--- src/rtl/seq_divider.sv ---
// Iterative 64-bit restoring divider for RV64M DIV/DIVU/REM/REMU.
// One quotient bit per cycle; divide-by-zero and signed overflow resolve at accept.
module seq_divider (
  input  logic        clk,
  input  logic        rst_n,
  input  logic        start,
  input  logic [1:0]  op,
  input  logic [63:0] rs1,
  input  logic [63:0] rs2,
  output logic        busy,
  output logic        done,
  output logic [63:0] rd,
  output logic        zero_flag,
  output logic        div_by_zero,
  output logic        overflow_flag
);

  typedef enum logic [1:0] {
    IDLE = 2'd0,
    CALC = 2'd1,
    SIGN = 2'd2
  } state_e;

  localparam logic [63:0] INT_MIN = 64'h8000_0000_0000_0000;

  state_e      state_q, state_d;
  logic [1:0]  op_q, op_d;
  logic        sdiff_q, sdiff_d;
  logic        rs1neg_q, rs1neg_d;
  logic        special_q, special_d;
  logic        dbz_q, dbz_d;
  logic        ovf_q, ovf_d;
  logic [63:0] dvd_q, dvd_d;
  logic [63:0] dvs_q, dvs_d;
  logic [63:0] rem_q, rem_d;
  logic [5:0]  cnt_q, cnt_d;
  logic [63:0] rd_q, rd_d;
  logic        zero_q, zero_d;
  logic        dbzf_q, dbzf_d;
  logic        ovff_q, ovff_d;
  logic        done_q, done_d;

  logic        signed_op;
  logic        neg1, neg2;
  logic [64:0] rem_sh;
  logic [64:0] trial;
  logic [63:0] q_fix, r_fix, res;

  always_comb begin
    state_d   = state_q;
    op_d      = op_q;
    sdiff_d   = sdiff_q;
    rs1neg_d  = rs1neg_q;
    special_d = special_q;
    dbz_d     = dbz_q;
    ovf_d     = ovf_q;
    dvd_d     = dvd_q;
    dvs_d     = dvs_q;
    rem_d     = rem_q;
    cnt_d     = cnt_q;
    rd_d      = rd_q;
    zero_d    = zero_q;
    dbzf_d    = dbzf_q;
    ovff_d    = ovff_q;
    done_d    = 1'b0;

    signed_op = ~op[0];
    neg1      = signed_op & rs1[63];
    neg2      = signed_op & rs2[63];
    rem_sh    = {rem_q, dvd_q[63]};
    // rem_sh < 2*divisor, so the 65-bit difference never wraps and bit 64 is its sign
    trial     = rem_sh - {1'b0, dvs_q};
    q_fix     = dvd_q;
    r_fix     = rem_q;
    res       = '0;

    unique case (state_q)
      IDLE: begin
        if (start) begin
          op_d     = op;
          sdiff_d  = neg1 ^ neg2;
          rs1neg_d = neg1;
          cnt_d    = 6'd63;
          rem_d    = '0;
          dvs_d    = neg2 ? -rs2 : rs2;
          if (rs2 == '0) begin
            dvd_d     = '1;
            rem_d     = rs1;
            dbz_d     = 1'b1;
            ovf_d     = 1'b0;
            special_d = 1'b1;
            state_d   = SIGN;
          end else if (signed_op && rs1 == INT_MIN && rs2 == '1) begin
            dvd_d     = rs1;
            dbz_d     = 1'b0;
            ovf_d     = 1'b1;
            special_d = 1'b1;
            state_d   = SIGN;
          end else begin
            dvd_d     = neg1 ? -rs1 : rs1;
            dbz_d     = 1'b0;
            ovf_d     = 1'b0;
            special_d = 1'b0;
            state_d   = CALC;
          end
        end
      end
      CALC: begin
        // quotient bits shift into the vacated low end of the dividend register
        dvd_d = {dvd_q[62:0], ~trial[64]};
        if (!trial[64]) rem_d = trial[63:0];
        else            rem_d = rem_sh[63:0];
        cnt_d = cnt_q - 6'd1;
        if (cnt_q == '0) state_d = SIGN;
      end
      SIGN: begin
        if (!special_q && op_q == 2'b00 && sdiff_q)  q_fix = -dvd_q;
        if (!special_q && op_q == 2'b10 && rs1neg_q) r_fix = -rem_q;
        res     = op_q[1] ? r_fix : q_fix;
        rd_d    = res;
        zero_d  = (res == '0);
        dbzf_d  = dbz_q;
        ovff_d  = ovf_q;
        done_d  = 1'b1;
        state_d = IDLE;
      end
      default: state_d = IDLE;
    endcase
  end

  always_ff @(posedge clk or negedge rst_n) begin
    if (!rst_n) begin
      state_q   <= IDLE;
      op_q      <= '0;
      sdiff_q   <= 1'b0;
      rs1neg_q  <= 1'b0;
      special_q <= 1'b0;
      dbz_q     <= 1'b0;
      ovf_q     <= 1'b0;
      dvd_q     <= '0;
      dvs_q     <= '0;
      rem_q     <= '0;
      cnt_q     <= '0;
      rd_q      <= '0;
      zero_q    <= 1'b0;
      dbzf_q    <= 1'b0;
      ovff_q    <= 1'b0;
      done_q    <= 1'b0;
    end else begin
      state_q   <= state_d;
      op_q      <= op_d;
      sdiff_q   <= sdiff_d;
      rs1neg_q  <= rs1neg_d;
      special_q <= special_d;
      dbz_q     <= dbz_d;
      ovf_q     <= ovf_d;
      dvd_q     <= dvd_d;
      dvs_q     <= dvs_d;
      rem_q     <= rem_d;
      cnt_q     <= cnt_d;
      rd_q      <= rd_d;
      zero_q    <= zero_d;
      dbzf_q    <= dbzf_d;
      ovff_q    <= ovff_d;
      done_q    <= done_d;
    end
  end

  assign busy          = (state_q != IDLE);
  assign done          = done_q;
  assign rd            = rd_q;
  assign zero_flag     = zero_q;
  assign div_by_zero   = dbzf_q;
  assign overflow_flag = ovff_q;

endmodule

--- config.mk ---
export PLATFORM = sky130hd
export DESIGN_NAME = seq_divider
export DESIGN_NICKNAME = d
export VERILOG_FILES = /design/src/rtl/seq_divider.sv
export SDC_FILE = /design/constraint.sdc
export NUM_CORES = 1
export LEC_CHECK = 0
export CELL_PAD_IN_SITES_DETAIL_PLACEMENT = 0
export CELL_PAD_IN_SITES_GLOBAL_PLACEMENT = 1
export CORE_MARGIN = 2
export CORE_UTILIZATION = 45
export DETAILED_ROUTE_END_ITERATION = 8
export GPL_TIMING_DRIVEN = 1
export PLACE_DENSITY = 0.91
export SETUP_SLACK_MARGIN = 0.15
export SYNTH_ARGS = -nofsm -noshare
export SYNTH_HDL_FRONTEND = slang
export SYNTH_SLANG_ARGS = --single-unit
export TNS_END_PERCENT = 20
--- constraint.sdc ---
create_clock -name clk -period 5 [get_ports clk]
set_input_delay 1 -clock clk [delete_from_list [all_inputs] [get_ports clk]]
set_output_delay 1 -clock clk [all_outputs]
set_load 0.01 [all_outputs]
* Word level (Yosys, flattened, before mapping) *
Cells that the tools add are included.

word-level totals
  input bits = 133
  bits in registers = 275
  output and inout port bits = 69
  logic and storage cells = 78

cells by class
  mux-type cells = 27
  $add $sub $neg = 6
  bitwise operators = 5
  reduce and logical (&&, ||, !) cells = 17
  equal/unequal tests = 7

operator list
  cell                  count
  $mux 64               13
  $neg 64->64           4
  $pmux 64 s2           2
  $eq 64x64->1 const B  2
  $logic_not 64->1      2
  $sub 65x64->65        1
  $pmux 6 s2            1
  $mux 2                4
  $logic_and 1x1->1     6
  $logic_not 6->1       1
  $mux 6                1
  $reduce_and 2->1      3
  $sub 6x1->6 const B   1
  $mux 1                5
  $eq 2x2->1 const B    2
  $logic_not 2->1       2
  $ne 2x2->1 const B    2
  $pmux 2 s2            1
  $reduce_bool 2->1     2
  $and 1x1->1           2
  $eq 2x1->1 const B    1
  $not 1->1             2
  $logic_not 1->1       1
  $xor 1x1->1           1

* Longest topological paths before layout *
  depth after elaboration = 7
  gate-level depth with buffers = 16
  depth with buffers taken out = 13

* Least setup slack after synthesis *
OpenSTA, ideal clock, no wires.

  path type = input -> register
  from = in rs2[35]
  to = reg rem_q[43]
  setup slack = 0.976 ns
  data required time = 4.914 ns
  library setup time = 0.086 ns
  data arrival time = 3.938 ns
  cell stages on the path = 9
  buffers on the path = 2
  cell sequence = or4_1 > nor4_1 > or4b_1 > or3_1 > nor4b_2 > clkbuf_1 > clkbuf_1 > nand3_1 > a32oi_1

on the way
  longest elaborated chain between the ends = 4

ends and longest elaborated chain
  element                 RTL line  RTL
  start: declaration      9         input logic [63:0] rs2,
  $logic_not 64->1        86        if (rs2 == '0) begin
  $mux 64                 86
  $mux 64                 79        if (start) begin
  $pmux 64 s2             77        unique case (state_q)
  end signal: assignment  159       rem_q <= rem_d;
  end: declaration        35        logic [63:0] rem_q, rem_d;

No other way between the ends. The select of a mux whose other input is x is not followed.
A chain may end at the register's enable or synchronous reset.

* Final worst setup path *
  from = reg rem_q[1]
  to = reg zero_q, in the netlist zero_flag

on the way
  longest elaborated chain between the ends = 5

ends and longest elaborated chain
  element                 RTL line  RTL
  $neg 64->64             118       if (!special_q && op_q == 2'b10 && rs1neg_q) r_fix = -rem_q;
  $mux 64 *               118
  $mux 64 *               77
  $mux 64 *               119       res = op_q[1] ? r_fix : q_fix;
  $logic_not 64->1 *      121       zero_d = (res == '0);
  end signal: assignment  162       zero_q <= zero_d;
  end: declaration        38        logic zero_q, zero_d;

Mark *: on every way between the ends. The rest lies on a longest branch, timed or not. The select of a mux whose other input is x is not followed.

==> results_dict.tcl <==
set metrics [dict create \
    die_area_sq_um 55260 \
    synth-simple-area-share 0.2216 \
    syn_nets 3312 \
    synthAdderAreaFrac 0.03780 \
    regToRegStartpoint "rem_q[1]$_DFFE_PN0P_" \
    postCtsHoldBufs 0 \
    synthArstFlopShare 1.000 \
    post-place-cells 3849 \
    r2r_slack_ps 450 \
    yosys_most_used_dff "dfrtp_1" \
    clock-sinks 275 \
    grt_pass1_vias 22560 \
    grtUsageTotal 0.2980 \
    drt-initial-drc-count 2531 \
    leakagePower_nw 11.24 \
    cts_buffers 31 \
    ctsResizeCount 0 \
    setup_tns_ps 0 \
    root_buffer "clkbuf_16" \
    drt-wirelength-per-cell_um 21.81 \
    synth_compound_area_frac 0.2807 \
    place.gp.congestion 0.9469 \
    worst_ep_required_time_ps 5520 \
    rr_endpoint "zero_flag$_DFFE_PN0P_" \
    hold_path.class "in2async" \
    peakVddDrop_mv 0.4229 \
    cellPowerDensity_nw_per_um2 711.5 \
    nets 3399 \
    synth_warnings 0 \
    cp-end-kind "register" \
    fmax_mhz 219.7 \
    synth_xor_area_frac 0.09883 \
    min_period_over_period 0.9104 \
    core_area_sq_um 52660 \
    finalCriticalPeriod_ps 4552 \
    seq_area_frac_synth 0.2864 \
    ios 202 \
    clk_latency_ps 600 \
    firstDrtPassIters 5 \
    rsz0062_at_grt "false" \
    cts_tree "built" \
    syn-instance-count 3107 \
    postSynthAreaPerCell_sq_um 7.734 \
    drv_slew 0 \
    drive_above_1_share 0.07023 \
    dp.final_hpwl_mm 66.60 \
    viasPerCell 6.263 \
    grt_max_degree 126 \
    r2r_cells 12 \
    portBuffers 201 \
    grt_first_pass_wirelength_mm 132.1 \
    grt_overflow 0 \
    fin_area_sq_um 27980 \
    synth_seq_cells 275 \
    cp_max_fo 7 \
    muxShareOfSynthArea 0.01672 \
    synth_edf_count 0 \
    hold_viol 0 \
    cp.arrival_ps 5070 \
    drv_cap 0 \
    placed_cell_area_sq_um 26860 \
    ant_nets 0 \
    rows 84 \
    setup_viol 0 \
    antenna_found_initial 0 \
    critPathKind "reg2reg" \
    die_h_um 235.1 \
    clk_pin_slew_ps 60 \
    cp-start-kind "register" \
    status "finished, final reports clean" \
    wl_mm 85.23 \
    skew_ps 21.04 \
    final_cells 3907 \
    relSlewSlack 0.2702 \
    initial_core_util 0.4563 \
    vias 24470 \
    dieWidth_um 235.1 \
    tightest_slew_ps 1085 \
    cts_setup_buffers 0 \
    area_growth_pct 16.45 \
    netlist_area_sq_um 24030 \
    cts_max_level 1 \
    synth_top_family_by_area "compound AO/OA/AOI/OAI gates" \
    max-clock-path-buffers 3 \
    drc 0 \
    ys_types 97 \
]
==> how the worst max path moves through the flow <==
stage                               start                      to  slack, ps
floorplan                         rs2[35]   rem_q[43]$_DFFE_PN0P_        980
global placement                  rs2[36]  state_q[1]$_DFFE_PN0P_        310
detailed placement                rs2[36]  state_q[1]$_DFFE_PN0P_        260
CTS                  rem_q[1]$_DFFE_PN0P_   zero_flag$_DFFE_PN0P_        490
global route        dvd_q[63]$_DFFE_PN0P_   rem_q[21]$_DFFE_PN0P_        220
finish               rem_q[1]$_DFFE_PN0P_   zero_flag$_DFFE_PN0P_        450
==> stage by stage <==
stage	hold slack, ps	utilization	power (W)	setup WS (ps)
after CTS	422.1	0.5313	0.01963	492.1
after floorplan	438.6	-	0.01331	975.8
after detailed placement	460.0	0.5101	0.01706	260.0
after global placement	458.8	0.5101	0.01682	305.7
after global routing	460.4	0.5313	0.02148	220.8
final	406.6	0.5314	0.01991	448.1
==> logic make-up after synthesis <==
group	Yosys count
adder cells (fa/ha/maj)	72
AO/OA/AOI/OAI	1031
multiplexers	39
AND/OR/NAND/NOR	1060
flip-flops	275
XOR/XNOR	269
buffers and inverters	361
==> routing by layer <==
layer	vias to the layer above	GRT usage	share of wire
met1	11560	0.4426	0.47
met5	-	0	0
li1	11690	-	-
met4	0	0.1093	0.038
met3	151	0.03219	0.075
met2	1073	0.4445	0.42
==> layout make-up <==
class,instances,area (sq um)
clock inverter,19,277.8
sequential,275,6883
fill,4990,24670
tap,688,860.8
multi-input combinational,2471,15820
timing repair buffer,300,2860
inverter,115,431.7
antenna,1,2.502
clock buffer,38,842.1
==> cell usage after synthesis (all sizes together), types with 70 or more instances <==
| cell type | count | area share |
|---|---|---|
| inv | 115 | 0.018 |
| xnor2 | 145 | 0.054 |
| nand3 | 82 | 0.017 |
| xor2 | 124 | 0.045 |
| nor2 | 182 | 0.028 |
| a21oi | 283 | 0.059 |
| nand2 | 366 | 0.057 |
| o21ai | 244 | 0.051 |
| ha | 71 | 0.037 |
| nor3 | 87 | 0.019 |
| dfrtp | 275 | 0.29 |
| a31oi | 70 | 0.018 |
| clkbuf | 218 | 0.034 |
==> state kept, by name (all words and copies together) (netlist names) <==
register / count
cnt_q: 6
dbz_q: 1
div_by_zero: 1
done: 1
dvd_q: 64
dvs_q: 64
op_q: 2
overflow_flag: 1
ovf_q: 1
rd: 64
rem_q: 64
rs1neg_q: 1
sdiff_q: 1
special_q: 1
state_q: 2
zero_flag: 1
==> power by group <==
| group | leakage [nW] | internal, W | switching [W] |
|---|---|---|---|
| Sequential | 3.44 | 0.00311 | 0.00155 |
| Clock | 0.537 | 0.00151 | 0.00101 |
| Combinational | 7.27 | 0.00513 | 0.00761 |
| Total | 11.2 | 0.00974 | 0.0102 |
==> worst max-delay path: stages, from the launching register on <==
cell	delay, ps
dfrtp_1	480
inv_1	200
ha_1	250
or4b_4	520
or2_1	360
nor4_4	390
or2b_1	170
xor2_1	200
mux2i_1	120
or4b_1	530
or4_1	600
or4_1	490
o31ai_2	190
==> cells in the final DEF, fill, tap and decap left out, types with 9 or more instances in the layout <==
cell and instances:
a221oi_1 32, dfrtp_1 274, and3_1 50, or2_2 15, nand3_1 82, clkbuf_16 31
a221o_1 69, a31oi_1 70, o41ai_1 21, clkdlybuf4s50_1 200, ha_1 71, nor4_1 36
o31ai_1 52, nand4_1 56, nor3b_1 9, buf_4 91, nor2_1 181, or3_1 39
o211ai_1 27, xnor2_1 143, nor3_1 84, mux2_2 9, nand2_1 365, a21oi_1 283
o21a_1 10, or4_1 37, o21bai_1 12, a22o_1 9, a32oi_1 14, a21o_1 43
xor2_1 124, and2_1 12, nand2b_1 19, a211oi_1 47, inv_1 114, o21ai_0 242
mux2i_1 30
Power figures use the tool's default switching activity.
